===== src/rtl/datapath_contador_duzias_pkg.sv =====
// Shared constants for the bottle/dozen counting datapath and its FSM.
// Digits are BCD, one nibble each.
package datapath_contador_duzias_pkg;
    localparam int MAX_GARRAFAS_DEF   = 12;
    localparam int MAX_DUZIAS_BCD_DEF = 99;
    localparam int BCD_W              = 4;
    localparam logic [BCD_W-1:0] BCD_MAX = 4'd9;
endpackage


===== src/rtl/datapath_contador_duzias_digito.sv =====
// One BCD decade: counts 0..9 on en, carry is combinational.
// limpar clears synchronously and overrides en.
module contador_bcd_digito
    import datapath_contador_duzias_pkg::*;
(
    input  logic             clk,
    input  logic             reset,
    input  logic             limpar,
    input  logic             en,
    output logic [BCD_W-1:0] q,
    output logic             carry
);

    assign carry = en && (q == BCD_MAX);

    always_ff @(posedge clk or posedge reset) begin
        if (reset) begin
            q <= '0;
        end else if (limpar) begin
            q <= '0;
        end else if (en) begin
            q <= carry ? '0 : q + 4'd1;
        end
    end

endmodule


===== src/rtl/datapath_contador_duzias.sv =====
// Bottle counter, BCD dozens total and lot-full flag, driven by
// rising edges of the dozen-counter FSM levels.
module datapath_contador_duzias
    import datapath_contador_duzias_pkg::*;
#(
    parameter int MAX_GARRAFAS   = MAX_GARRAFAS_DEF,
    parameter int MAX_DUZIAS_BCD = MAX_DUZIAS_BCD_DEF
) (
    input  logic             clk,
    input  logic             reset,
    input  logic             cont1,
    input  logic             add_cont12,
    input  logic             limpar,
    output logic             cont12,
    output logic [3:0]       garrafas,
    output logic [BCD_W-1:0] duzias_uni,
    output logic [BCD_W-1:0] duzias_dez,
    output logic             duzia_ok,
    output logic             lote_cheio
);

    localparam logic [3:0] G_MAX = 4'(MAX_GARRAFAS);

    logic cont1_q;
    logic add_q;
    logic rise1;
    logic rise12;
    logic inc;
    logic en_uni;
    logic carry_uni;
    logic carry_dez;
    int   tot_now;
    int   tot_next;

    assign rise1  = cont1 && !cont1_q;
    assign rise12 = add_cont12 && !add_q;
    assign cont12 = (garrafas == G_MAX);

    assign inc    = rise12 && !lote_cheio && !limpar;
    // 99 is the BCD ceiling: freeze both digits there
    assign en_uni = inc &&
        !(duzias_uni == BCD_MAX && duzias_dez == BCD_MAX);

    always_comb begin
        tot_now  = 10 * int'(duzias_dez) + int'(duzias_uni);
        tot_next = en_uni ? tot_now + 1 : tot_now;
    end

    contador_bcd_digito u_uni (
        .clk    (clk),
        .reset  (reset),
        .limpar (limpar),
        .en     (en_uni),
        .q      (duzias_uni),
        .carry  (carry_uni)
    );

    contador_bcd_digito u_dez (
        .clk    (clk),
        .reset  (reset),
        .limpar (limpar),
        .en     (carry_uni),
        .q      (duzias_dez),
        .carry  (carry_dez)
    );

    always_ff @(posedge clk or posedge reset) begin
        if (reset) begin
            cont1_q    <= 1'b0;
            add_q      <= 1'b0;
            garrafas   <= '0;
            duzia_ok   <= 1'b0;
            lote_cheio <= 1'b0;
        end else begin
            cont1_q <= cont1;
            add_q   <= add_cont12;
            if (limpar) begin
                garrafas   <= '0;
                duzia_ok   <= 1'b0;
                lote_cheio <= 1'b0;
            end else if (rise12) begin
                // a coincident bottle edge is dropped
                garrafas <= '0;
                duzia_ok <= !lote_cheio;
                if (inc && tot_next == MAX_DUZIAS_BCD)
                    lote_cheio <= 1'b1;
            end else begin
                duzia_ok <= 1'b0;
                if (rise1 && garrafas != G_MAX)
                    garrafas <= garrafas + 4'd1;
            end
        end
    end

endmodule


===== config.mk =====
export PLATFORM = sky130hd
export DESIGN_NAME = datapath_contador_duzias
export DESIGN_NICKNAME = d
export VERILOG_FILES = /design/src/rtl/datapath_contador_duzias_pkg.sv /design/src/rtl/datapath_contador_duzias_digito.sv /design/src/rtl/datapath_contador_duzias.sv
export SDC_FILE = /design/constraint.sdc
export NUM_CORES = 1
export LEC_CHECK = 0
export ABC_AREA = 0
export BUFFER_PORTS_ARGS = -buffer_cell sky130_fd_sc_hd__clkbuf_2
export CAP_MARGIN = 20
export CORE_ASPECT_RATIO = 0.5
export CORE_MARGIN = 2
export CORE_UTILIZATION = 40
export CTS_BUF_LIST = sky130_fd_sc_hd__clkbuf_16
export DETAILED_ROUTE_END_ITERATION = 8
export PLACE_DENSITY = 0.59
export SLEW_MARGIN = 20
export SYNTH_ARGS = -nofsm -noshare
export SYNTH_HDL_FRONTEND = slang
export SYNTH_HIERARCHICAL = 1
export SYNTH_SLANG_ARGS = --single-unit

===== constraint.sdc =====
create_clock -name clk -period 3.1 [get_ports clk]
set_input_delay 0.31 -clock clk [delete_from_list [all_inputs] [get_ports clk]]
set_output_delay 0.31 -clock clk [all_outputs]
set_load 0.005 [all_outputs]

## Word-level counts from Yosys, hierarchy flattened

Cells that the tools add are included.

| storage, ports and cells | value |
|---|---|
| memory bits (writable) | 0 |
| memories kept | 0 |
| word-level logic and storage cells | 54 |
| latch bits | 0 |
| memory bits (read-only) | 0 |
| bits in registers | 16 |
| output and inout port bits | 15 |

| cells by class | value |
|---|---|
| bitwise operators | 0 |
| divide/modulo/power cells | 0 |
| shifts and indexed selects | 0 |
| multiplexer cells | 15 |
| eq/ne operators | 5 |
| reduce and logical (&&, ||, !) cells | 21 |
| multipliers | 1 |
| add/subtract/negate cells | 5 |
| order comparisons | 0 |

Operators with widths:

| operator | count |
|---|---|
| 2-to-1 mux 4 bit | 9 |
| adder 4 x 1 -> 4 bit (second input constant) | 3 |
| equality test 4 bit (second input constant) | 3 |
| adder 9 x 1 -> 10 bit (second input constant) | 1 |
| equality test 10 x 7 -> 1 bit (second input constant) | 1 |
| logical AND 1 bit | 10 |
| 2-to-1 mux 10 bit | 1 |
| adder 8 x 4 -> 9 bit | 1 |
| nonzero test 2 bit | 4 |
| multiplier 3 x 4 -> 7 bit (first input constant) | 1 |
| zero test 1 bit | 5 |
| 2-to-1 mux 1 bit | 5 |
| inequality test 4 bit (second input constant) | 1 |
| nonzero test 3 bit | 1 |
| AND reduction 2 bit | 1 |

## Logic depth before layout (Yosys ltp)

| logic depth | value |
|---|---|
| word-level depth | 11 |
| depth in mapped cells | 9 |
| mapped depth without buffers | 9 |

## Hierarchy

The synthesis kept the hierarchy.

Modules (own cells, without submodules):

| module | sequential area each (um^2) | area an instance (um^2) | cells each | instances |
|---|---|---|---|---|
| datapath_contador_duzias | 200.2 | 784.5 | 84 | 1 |
| contador_bcd_digito | 100.1 | 245.2 | 27 | 2 |

## Least setup slack after synthesis

No wires, ideal clock.

| timing | value |
|---|---|
| path type | reg-to-reg |
| start | register u_dez.q[3] |
| end | register lote_cheio |
| clock period less this slack | 2402 ps |
| buffers on the path | 0 |
| setup time | 101 ps |
| data arrival time | 2301 ps |
| cell stages (with the launch flop) | 10 |
| slack | 698 ps |
| cell sequence | dfrtp_1 ha_1 ha_1 fa_1 xor2_2 nand3_1 nor3_2 a21oi_1 a21boi_1 o32ai_1 |

| on the way | value |
|---|---|
| word-level cells in the longest chain between the ends | 9 |
| elaborated cells between the ends (all ways) | 12 |

RTL lines:

| what | RTL line | text |
|---|---|---|
| start, declared | datapath_contador_duzias_digito.sv:10 | `output logic [BCD_W-1:0] q,` |
| start signal, assigned | datapath_contador_duzias_digito.sv:22 | `q <= carry ? '0 : q + 4'd1;` |
| branches (longest 4 deep; another with adder 9 x 1 -> 10 bit) | - |  |
| 2-to-1 mux 10 bit (*) | datapath_contador_duzias.sv:46 | `tot_next = en_uni ? tot_now + 1 : tot_now;` |
| equality test 10 x 7 -> 1 bit (*) | datapath_contador_duzias.sv:85 | `if (inc && tot_next == MAX_DUZIAS_BCD)` |
| logical AND 1 bit (*) | datapath_contador_duzias.sv:85 |  |
| nonzero test 2 bit (no line) (*) | - |  |
| AND reduction 2 bit (no line) (*) | - |  |
| end signal, assigned | datapath_contador_duzias.sv:73 | `lote_cheio <= 1'b0;` |
| end signal, assigned | datapath_contador_duzias.sv:80 | `lote_cheio <= 1'b0;` |
| end signal, assigned | datapath_contador_duzias.sv:86 | `lote_cheio <= 1'b1;` |
| end, declared | datapath_contador_duzias.sv:19 | `output logic lote_cheio` |

Every way passes the cells marked *.
A chain may end at the register's enable or synchronous reset.

## Final worst setup path

Same ends and word-level chain as after synthesis.

==> metrics.md <==
| Metric | Value |
|---|---|
| Status | `complete, no violations` |
| Post-DP HPWL | `1.93 mm` |
| Static leakage | `0.740 nW` |
| Detailed Routing Iterations Pass 1 | `4` |
| WP depth | `9` |
| Hold Fails Final Rpt | `0` |
| Startpoint class of the critical path | `flip-flop` |
| Global-route wire length before repair | `between 4 and 5 mm` |
| Bufs on Longest Clock Path | `2` |
| Crit path DAT | `2.74 ns` |
| Met2 WL | `1.13 mm` |
| Hold wc startpoint | `cont1` |
| Worst EP required | `between 3 and 4 ns` |
| Worst Path Max Fanout | `10` |
| Syn_nets | `159` |
| Htree depth | `1` |
| Achievable Freq | `385 MHz` |
| Final nets | `roughly 180` |
| # DRC | `0` |
| VDD IR-drop max | `0.180 mV` |
| WHS | `0.188 ns` |
| Clock Pin Slew Worst Setup and Hold Paths | `0.05 ns` |
| Fin Setup TNS | `0 ns` |
| Overall power | `between 400 and 500 uW` |
| R2R Path Start | `u_dez/q[3]$_DFFE_PP0P_` |
| Worst hold path stage count | `1` |
| Initial antenna violation count | `0` |
| # fillers | `about 300` |
| Cts repair resizes | `0` |
| Crit path cell chain | `ha_1 -> ha_1 -> fa_1 -> xor2_2 -> nand3_1 -> nor3_2 -> a21oi_1 -> a21boi_1 -> o32ai_1` |
| IO Count | `20` |
| Layout area overhead | `18.6%` |
| Die width | `83.7 um` |
| Mean Syn Cell Area | `9.28 sq um` |
| Via count | `1044` |
| Endpoints failing setup | `0` |
| Final min period | `2.60 ns` |
| GPL Wtd Cong | `0.738` |
| Total grt overflow | `0` |
| Hold Path Class | `primary input to flip-flop` |
| DIE AREA | `3670 sq um` |
| Tcrit/Tclk final | `83.9%` |
| Kind of critical path | `flip-flop to flip-flop` |
| Slew HR | `between 60% and 70%` |
| Worst slew pin tran | `0.477 ns` |
| FF+latch area | `400 sq um` |
| Wirelength per Cell | `12.5 um` |
| Die Span Y | `43.9 um` |
| Reg2reg path depth | `9` |
| ANT nets after route | `0` |
| GRT Total Usage | `15.2%` |
| Worst path slowest cell | `dfrtp_1` |
| R2R Path End | `lote_cheio$_DFFE_PP0P_` |
| Slew Limit Fails | `0` |
| Post-synthesis instance total | `approximately 140` |
| Most frequent CP cell | `ha_1` |
| Max-cap violations | `0` |
| Row count | `14` |
| Core Region | `~3000 sq um` |
| Drt via density | `5.19` |
| Crit path largest cell delay | `0.55 ns` |
| Layout cells sized above 1 | `19.3%` |
| Syn Std Cell Area | `1270 sq um` |
| Area of the multi-input gates | `817 sq um` |
| DRT iter0 DRCs | `53` |
| Setup Skew | `0.00559 ns` |
| Antenna Cells | `0` |
| PortBufs | `19` |
| Critical Path Sink Type | `flip-flop` |
| Met1 WL | `about 1.3 mm` |
| Worst hold path endpoint | `cont1_q$_DFF_PP0_` |
| Met3 wire len | `71 um` |
| Final wirelength | `2.51 mm` |
| Power density cells | `330 nW/um^2` |
| Num CTS Buffers | `3` |
| Top Family by Delay on Critical Path | `adder cells` |
| Root Buffer Master | `clkbuf_16` |
| Initial Util | `a little over two fifths` |
| Buf/Inv on CP | `0` |
| Largest net degree at the start of global routing | `13` |
| Number of synthesis warnings | `6` |
| RSZ-0062 raised after global routing | `false` |
| CTS Sinks | `16` |
| Number of global-route vias before repair | `between 900 and 1000` |
| Max Used Layer | `met3` |
| Setup slack, reg-to-reg | `0.50 ns` |
| CTS tree | `yes` |
| Clk Latency, worst-skew pair | `approximately 0.25 ns` |
| Utilization after layout | `between 50 and 60%` |
-- flip-flops by register name, summed over array words and instances (netlist names) --
register,flops
add_q,1
cont1_q,1
duzia_ok,1
garrafas,4
lote_cheio,1
u_dez/q,4
u_uni/q,4
-- what timing repair did --
action | in CTS | in global routing
hold buffers | 1 | 0
hold endpoints to repair | 8 | 0
setup buffers | 0 | 0
-- layout by cell type, fill, tap and decap left out, types with 2 or more instances in the layout --
cell,count
nand3_1,6
nand4bb_1,2
o21ai_0,5
nand3b_2,2
or3b_1,2
nor2_1,7
nand3b_1,5
a21oi_2,2
nand2b_1,2
mux2i_1,2
dfrtp_1,16
inv_1,13
xor2_1,4
and4b_1,2
clkbuf_16,3
nand4_1,2
a31oi_1,2
a21boi_0,2
fa_1,2
nand2_1,14
a21oi_1,10
clkbuf_2,19
a21o_1,2
ha_1,15
and3_1,2
xnor2_1,2
-- layer usage --
layer | track usage, % | up-vias
met5 | 0 | -
met4 | 4.84 | 0
met3 | 3.05 | 0
met2 | 24.8 | 17
met1 | 20.9 | 492
li1 | - | 535
-- cell type report --
| class | instances | share of cell area [%] |
|---|---|---|
| Timing Repair Buffer | 21 | 7.47 |
| Inverter | 13 | 3.24 |
| Clock inverter | 1 | 0.249 |
| Clock buffer | 3 | 4.98 |
| Multi-Input combinational cell | 107 | 54.2 |
| Tap cell | 40 | 3.32 |
| Sequential cell | 16 | 26.6 |
-- power breakdown --
part	switching, mW	leakage, nW	total (mW)	internal (mW)
Sequential	0.00420	0.218	0.217	0.213
Clock	0.0808	0.0385	0.252	0.171
Combinational	0.0169	0.484	0.0286	0.0117
Total	0.102	0.740	0.497	0.396
-- per-stage QoR --
step,setup WS [ns],cells,instance area [sq um]
2_1_floorplan,0.698,137,1270
3_3_place_gp,0.577,196,1420
3_5_place_dp,0.525,196,1420
4_1_cts,0.496,201,1510
5_1_grt,0.341,201,1510
6_report,0.499,201,1510
-- worst max path at each step --
stage | start | endpoint | slack, ns
2_1_floorplan | u_dez/q[3]$_DFFE_PP0P_ | lote_cheio$_DFFE_PP0P_ | 0.70
3_3_place_gp | u_dez/q[3]$_DFFE_PP0P_ | lote_cheio$_DFFE_PP0P_ | 0.58
3_5_place_dp | u_dez/q[3]$_DFFE_PP0P_ | lote_cheio$_DFFE_PP0P_ | 0.53
4_1_cts | u_dez/q[3]$_DFFE_PP0P_ | lote_cheio$_DFFE_PP0P_ | 0.50
5_1_grt | u_dez/q[3]$_DFFE_PP0P_ | lote_cheio$_DFFE_PP0P_ | 0.34
6_report | u_dez/q[3]$_DFFE_PP0P_ | lote_cheio$_DFFE_PP0P_ | 0.50
(Power assumes the default switching activity.)
